<file path="config.mk">
export PLATFORM = sky130hd
export DESIGN_NAME = pulse_sequencer
export DESIGN_NICKNAME = d
export VERILOG_FILES = /design/src/rtl/pulse_sequencer.sv
export SDC_FILE = /design/constraint.sdc
export NUM_CORES = 2
export LEC_CHECK = 0
export CAP_MARGIN = 30
export CORE_AREA = 2 2 392 394
export CTS_BUF_LIST = sky130_fd_sc_hd__clkbuf_4 sky130_fd_sc_hd__clkbuf_8
export CTS_CLUSTER_SIZE = 28
export DETAILED_ROUTE_END_ITERATION = 7
export DIE_AREA = 0 0 394 396
export GPL_TIMING_DRIVEN = 0
export PLACE_DENSITY = 0.81
export SLEW_MARGIN = 20
export SYNTH_ARGS = -nofsm -noshare
export SYNTH_HDL_FRONTEND = slang
export SYNTH_SLANG_ARGS = --single-unit
</file>
<file path="constraint.sdc">
create_clock -name clk -period 12.4 [get_ports clk]
set_input_delay 1.24 -clock clk [delete_from_list [all_inputs] [get_ports clk]]
set_output_delay 1.24 -clock clk [all_outputs]
set_load 0.01 [all_outputs]
</file>
<file path="src/rtl/pulse_sequencer.sv">
// Pulse descriptor sequencer: buffers descriptors from the core and issues each one
// to the pulse engine when the free-running timebase reaches its start time.
//
// state | meaning
// ARMED | engine idle; the FIFO head may issue once it is due
// HOLD  | engine busy for t_len cycles after an issue; no decision is made
module pulse_sequencer #(
   parameter int DEPTH   = 16,
   parameter int PHASE_W = 32,
   parameter int AMP_W   = 16,
   parameter int TIME_W  = 24,
   parameter int LEN_W   = 16,
   parameter int ENV_W   = 16
) (
   input  logic                     clk,
   input  logic                     rst,
   input  logic                     s_valid,
   output logic                     s_ready,
   input  logic [PHASE_W-1:0]       s_freq,
   input  logic [15:0]              s_phase,
   input  logic [AMP_W-1:0]         s_amp,
   input  logic [TIME_W-1:0]        s_t_start,
   input  logic [LEN_W-1:0]         s_t_len,
   input  logic [ENV_W-1:0]         s_env_addr,
   input  logic                     run,
   input  logic                     time_clr,
   input  logic                     err_clr,
   output logic [TIME_W-1:0]        now,
   output logic                     pulse_ready,
   output logic [PHASE_W-1:0]       freq_trig,
   output logic [15:0]              phase_trig,
   output logic [AMP_W-1:0]         amp_trig,
   output logic [TIME_W-1:0]        t_start_trig,
   output logic [LEN_W-1:0]         t_len_trig,
   output logic [ENV_W-1:0]         env_addr_trig,
   output logic [$clog2(DEPTH):0]   fifo_count,
   output logic                     late_err,
   output logic                     len_err
);

   localparam int PTR_W = $clog2(DEPTH);
   localparam int CNT_W = PTR_W + 1;

   typedef enum logic {ARMED, HOLD} state_t;

   logic [PHASE_W-1:0] mem_freq     [DEPTH];
   logic [15:0]        mem_phase    [DEPTH];
   logic [AMP_W-1:0]   mem_amp      [DEPTH];
   logic [TIME_W-1:0]  mem_t_start  [DEPTH];
   logic [LEN_W-1:0]   mem_t_len    [DEPTH];
   logic [ENV_W-1:0]   mem_env_addr [DEPTH];

   logic [PTR_W-1:0]   wr_ptr;
   logic [PTR_W-1:0]   rd_ptr;
   logic [CNT_W-1:0]   count;
   logic [LEN_W-1:0]   hold_cnt;
   state_t             state;

   logic [TIME_W-1:0]  diff;
   logic               push;
   logic               store;
   logic               late;
   logic               pop;

   assign s_ready    = (count != CNT_W'(DEPTH));
   assign fifo_count = count;

   assign push  = s_valid & s_ready;
   assign store = push & (s_t_len != '0);

   // Signed distance to the head start time; one cycle of lead hides the issue register.
   assign diff  = mem_t_start[rd_ptr] - now;
   assign late  = diff[TIME_W-1] | (diff == '0);
   assign pop   = (state == ARMED) & (count != '0) & run & (late | (diff == TIME_W'(1)));

   always_ff @(posedge clk) begin
      if (store) begin
         mem_freq[wr_ptr]     <= s_freq;
         mem_phase[wr_ptr]    <= s_phase;
         mem_amp[wr_ptr]      <= s_amp;
         mem_t_start[wr_ptr]  <= s_t_start;
         mem_t_len[wr_ptr]    <= s_t_len;
         mem_env_addr[wr_ptr] <= s_env_addr;
      end
   end

   always_ff @(posedge clk) begin
      if (rst) begin
         now           <= '0;
         wr_ptr        <= '0;
         rd_ptr        <= '0;
         count         <= '0;
         pulse_ready   <= 1'b0;
         freq_trig     <= '0;
         phase_trig    <= '0;
         amp_trig      <= '0;
         t_start_trig  <= '0;
         t_len_trig    <= '0;
         env_addr_trig <= '0;
         late_err      <= 1'b0;
         len_err       <= 1'b0;
         hold_cnt      <= '0;
         state         <= ARMED;
      end else begin
         if (time_clr)
            now <= '0;
         else if (run)
            now <= now + TIME_W'(1);

         if (store)
            wr_ptr <= wr_ptr + PTR_W'(1);
         if (pop)
            rd_ptr <= rd_ptr + PTR_W'(1);

         if (store & ~pop)
            count <= count + CNT_W'(1);
         else if (pop & ~store)
            count <= count - CNT_W'(1);

         pulse_ready <= pop;
         if (pop) begin
            freq_trig     <= mem_freq[rd_ptr];
            phase_trig    <= mem_phase[rd_ptr];
            amp_trig      <= mem_amp[rd_ptr];
            t_start_trig  <= mem_t_start[rd_ptr];
            t_len_trig    <= mem_t_len[rd_ptr];
            env_addr_trig <= mem_env_addr[rd_ptr];
         end

         late_err <= (pop & late) | (late_err & ~err_clr);
         len_err  <= (push & (s_t_len == '0)) | (len_err & ~err_clr);

         // HOLD keeps counting regardless of run/time_clr: the engine is still playing.
         case (state)
            ARMED: begin
               if (pop) begin
                  hold_cnt <= mem_t_len[rd_ptr];
                  state    <= HOLD;
               end
            end
            HOLD: begin
               if (hold_cnt <= LEN_W'(1)) begin
                  hold_cnt <= '0;
                  state    <= ARMED;
               end else begin
                  hold_cnt <= hold_cnt - LEN_W'(1);
               end
            end
            default: state <= ARMED;
         endcase
      end
   end

endmodule

</file>
-- Yosys cells after proc, flatten, opt, wreduce, memory -nomap -nowiden
Memories as Yosys holds them, arrays and structs flattened. A register that Yosys moved wholly into a read port is not among the register bits.
Index checks and enable logic that the tools add are counted.
- magnitude comparators: 1
- reduce and logical (&&, ||, !) cells: 6
- $add $sub $neg: 7
- muxes and demuxes: 14
- bitwise operators: 19
- eq/ne operators: 3
- operator list (operator ; number):
    2-to-1 mux 16 bit ; 2
    one-hot mux 16 bit (2 select lines) ; 1
    adder 24 x 1 -> 24 bit (second input constant) ; 1
    == test 24 x 1 -> 1 bit (second input constant) ; 1
    zero test 24 bit ; 1
    subtractor 24 bit ; 1
    <= comparator 16 x 1 -> 1 bit (second input constant) ; 1
    zero test 16 bit ; 1
    2-to-1 mux 4 bit ; 4
    nonzero test 16 bit ; 1
    subtractor 16 x 1 -> 16 bit (second input constant) ; 1
    bitwise AND 1 bit ; 11
    2-to-1 mux 5 bit ; 2
    adder 4 x 1 -> 4 bit (second input constant) ; 2
    adder 5 x 1 -> 5 bit (second input constant) ; 1
    != test 5 bit (second input constant) ; 1
    nonzero test 5 bit ; 1
    subtractor 5 x 1 -> 5 bit (second input constant) ; 1
    2-to-1 mux 1 bit ; 4
    NOT 1 bit ; 4
    OR 1 bit ; 4
    != test 2 bit (second input constant) ; 1
    one-hot mux 1 bit (2 select lines) ; 1
    nonzero test 2 bit ; 1
    OR reduction 2 bit ; 1
- memories kept: 6
- bits in registers: 97
- word-level logic and storage cells: 67
- bits of input ports: 126
- memory bits (writable): 1920
- memory list (memory ; words ; bits a word ; rd ports ; clocked after Yosys merged registers in ; write ports ; line ; source):
    mem_freq ; 16 ; 32 ; 1 ; 1 ; 1 ; 46 ; logic [PHASE_W-1:0] mem_freq [DEPTH];
    mem_t_start ; 16 ; 24 ; 1 ; 1 ; 1 ; 49 ; logic [TIME_W-1:0] mem_t_start [DEPTH];
    mem_amp ; 16 ; 16 ; 1 ; 1 ; 1 ; 48 ; logic [AMP_W-1:0] mem_amp [DEPTH];
    mem_env_addr ; 16 ; 16 ; 1 ; 1 ; 1 ; 51 ; logic [ENV_W-1:0] mem_env_addr [DEPTH];
    mem_phase ; 16 ; 16 ; 1 ; 1 ; 1 ; 47 ; logic [15:0] mem_phase [DEPTH];
    mem_t_len ; 16 ; 16 ; 1 ; 1 ; 1 ; 50 ; logic [LEN_W-1:0] mem_t_len [DEPTH];

-- Logic depth before layout (Yosys ltp)
- depth after elaboration: 8
- depth in mapped cells: 27

-- Worst setup path after synthesis
Ideal clock, no wire load.
- path type: input to register
- start: input port s_t_len[0]
- end: memory mem_amp[3][0], enable pin
- setup time: 746 ps
- setup slack: 1580 ps
- stages: 6
- arrival: 10074 ps
- cells stage by stage: nor4_1 > nand4_1 > and3_1 > clkbuf_1 > nand2_1 > nor3_1
- longest elaborated chain between the ends: 4
- RTL lines (item ; line ; source):
    start, declared ; 23 ; input logic [LEN_W-1:0] s_t_len,
    nonzero test 16 bit ; 69 ; assign store = push & (s_t_len != '0);
    bitwise AND 1 bit ; 69 ;
    named net store ; 61 ; logic store;
    2-to-1 mux 1 bit ; 77 ; if (store) begin
    2-to-1 mux 1 bit (implied by the code) ; 80 ; mem_amp[wr_ptr] <= s_amp;
    end, declared ; 48 ;
The timed path passes the listed nets, and every way through them passes these cells.

==> impl_results.md <==
- Capturing instance or port of the critical path: fifo_count[4]
- Worst setup EP type: flip-flop
- Post-synthesis instance area: 83000 um^2
- Max-slew headroom: 28.2%
- Largest fanout on the critical path: 10
- PwrDens: 206 nW/um^2
- Cts repair resizes: 0
- Commonest non-fill, non-tap cell in the layout: edfxtp_1
- Root cell of the clock tree: clkbuf_8
- Vias after detailed routing: 48700
- Vias in the first global route: 48500
- Destination of the worst register-to-register timing path: fifo_count[4]
- Post-route ant nets: 0
- Combined global-route utilization of all metal layers: 29.9%
- Sort of element at the start of the critical path: flip-flop
- Worst-Margin Slew: 1070 ps
- Pwr Total: 0.0203 W
- Initial antenna violation count: 37
- Final setup skew: 106 ps
- Number of I/O port buffers: 277
- Proportion of synthesized flip-flops having asynchronous set or reset: 0%
- Iteration count of the initial detailed-routing pass: 8
- Number of buffers inserted to repair setup after CTS: 0
- Avg WL per Cell: 31.7 um
- Register clock-pin slew on the reported worst setup and hold paths: 60 ps
- Core area: 152000 um^2
- Number of enable-type register cells in the synthesized netlist: 1920
- Critical path class: reg2reg
- Hold buffer count at CTS: 0
- Count of state elements after synthesis: 2101
- Most frequently used flop master after synthesis: edfxtp_1
- Avg Synthesized Cell Area: 19.3 um^2
- HPWL after detailed placement: 163 mm
- Clock latency on the worst-skew pair: 1060 ps
- Cell area after layout: 98500 um^2
- Number of fill cells in the layout: 9524
- Area growth from synthesis to layout: 18.7%
- Max Clock Freq: 0.121 GHz
- Minimum setup slack in the final design: 4120 ps
- Number of setup violations in the final report: 0
- Number of warnings reported in the yosys synthesis log: 0
- Synthesized Nets: 4465
- DRC Markers: 0
- Ratio of routed vias to standard cells: 6.55
- Die ar.: 156000 um^2
- Pins over their slew limit: 0
- Grt total ovfl: 0
- Leakage power of the design: 31.3 nW
- Peak VDD IR: 0.122 mV
- Number of placement rows: 143
- Outcome: completed
- Setup repair after global routing missed its margin: no
- Effective utilization at floorplan: 54.8%
- X dimension of the die: 394 um
- Arrival @ worst endpoint: 9170 ps
- CP Data Required Time: 13290 ps
- Hold WC Path Type: reg2reg
- R2r worst-path depth: 24
- Overall routed net length: 236 mm
- Initial DRC Count: 7191
- Top library cells by usage in the layout, fill and taps aside: edfxtp_1 (1920), mux4_2 (507), clkbuf_8 (362), nand2_1 (298), clkdlybuf4s50_1 (277)
- H-tree levels: 5
- Register-to-register path setup slack: 4120 ps
- Die Y: 396 um
- Layout Nets: 5296
- Synthesized instance count: 4302
- Minimum clock period: 8280 ps
- CTS tree: done
- Area of placed instances: 91800 um^2
- Max Cap Viol: 0
- Number of clock sinks seen by CTS: 2101
- I/O pins: 279
- Pin count of the biggest net entering global routing: 20
- Final worst-path cycle share: 66.8%
- Buffer depth of the longest clock path: 4
- Post-Place Worst Slack: 4100 ps
- Sequential share of the synthesized area: 73.8%
- First-pass GRT wire length: 334 mm
- Number of different library cells in the post-synthesis netlist: 70
- Number of buffers created by CTS: 337
- Routability congestion estimate: 0.917
- Share of cells above drive strength 1: 25.3%
- Final number of hold-violating endpoints: 0
-- routing by layer --
layer	vias up	wire [um]	global-route usage, %
met3	679	34900	10.6
li1	19500	-	-
met2	3806	110000	46.0
met1	24600	81000	38.9
met5	-	211	0
met4	26	10100	12.8
-- report_power, final --
part | total [W] | internal, W | switching [W]
Sequential | 0.00862 | 0.00816 | 0.000465
Combinational | 0.00580 | 0.00252 | 0.00328
Clock | 0.00585 | 0.00321 | 0.00265
Total | 0.0203 | 0.0139 | 0.00639
-- stage by stage --
stage	std cells	TNS, ps	util, %	hold slack, ps
6_report	7434	0	65.0	457
4_1_cts	7409	0	64.9	457
2_1_floorplan	4302	0	-	478
3_3_place_gp	6609	-9672290	58.3	448
3_5_place_dp	6819	0	60.6	448
5_1_grt	7421	0	65.0	476
-- how the worst min path moves through the flow --
stage	start	to	slack, ps	depth (start not counted)
2_1_floorplan	amp_trig[13]	amp_trig[13]	480	2
3_3_place_gp	phase_trig[7]	phase_trig[7]	450	2
3_5_place_dp	phase_trig[7]	phase_trig[7]	450	2
4_1_cts	phase_trig[7]	phase_trig[7]	460	2
5_1_grt	amp_trig[7]	amp_trig[7]	480	2
6_report	phase_trig[7]	phase_trig[7]	460	2
-- logic make-up after synthesis --
kind of cell | share of synthesized area [%]
flip-flops | 73.8
multiplexers | 15.4
AND/OR/NAND/NOR | 3.13
AO/OA/AOI/OAI | 4.94
buffers and inverters | 1.71
XOR/XNOR | 0.430
adder cells (fa/ha/maj) | 0.576
-- synthesized netlist by cell type (all sizes together), types with 87 or more instances --
master   count  area (um^2)
o21ai       87          447
dfxtp      181         3620
edfxtp    1920        57700
a2bb2oi     90          788
mux4       507        11400
mux2i      120         1200
nor2        93          349
clkbuf     181          683
buf         98          464
nand2      298         1120
a21oi       89          445
and3        89          557
o311ai      93          815
-- worst max-delay path, stage by stage (launching register included) --
cell and delay [ps]:
dfxtp_1 310, clkbuf_1 390, clkbuf_1 710, clkbuf_1 600
buf_1 720, mux4_2 550, ha_1 320, clkbuf_2 170
a21oi_1 220, o21ai_0 170, a22oi_1 290, a31oi_1 140
nor2_1 420, xnor2_2 370, buf_2 370, o21ai_4 400
buf_4 320, ha_1 220, inv_1 110, fa_1 420
a21o_1 180, a21oi_1 170, xnor2_1 100, or3_1 300
a21oi_1 130
-- registers in the layout (all words and copies together), names as in the netlist, 4 cells and up, named ones only --
name / flops
t_len_trig: 16
phase_trig: 16
freq_trig: 32
mem_freq: 512
wr_ptr: 4
fifo_count: 5
now: 24
env_addr_trig: 16
mem_phase: 256
mem_env_addr: 256
rd_ptr: 4
hold_cnt: 16
amp_trig: 16
mem_t_start: 384
mem_amp: 256
mem_t_len: 256
t_start_trig: 24
-- cell type report --
cell class	count	area, um^2	area share (%)
diodes	20	50.0	0.0508
inverters	72	270	0.274
repair buffers	492	6210	6.31
clock buffers	496	5990	6.08
multi-input cells	1850	20400	20.7
flip-flops and latches	2101	61300	62.2
clock inverters	94	577	0.586
well taps	2030	2540	2.58
plain buffers	279	1160	1.18
(Power assumes the default switching activity.)
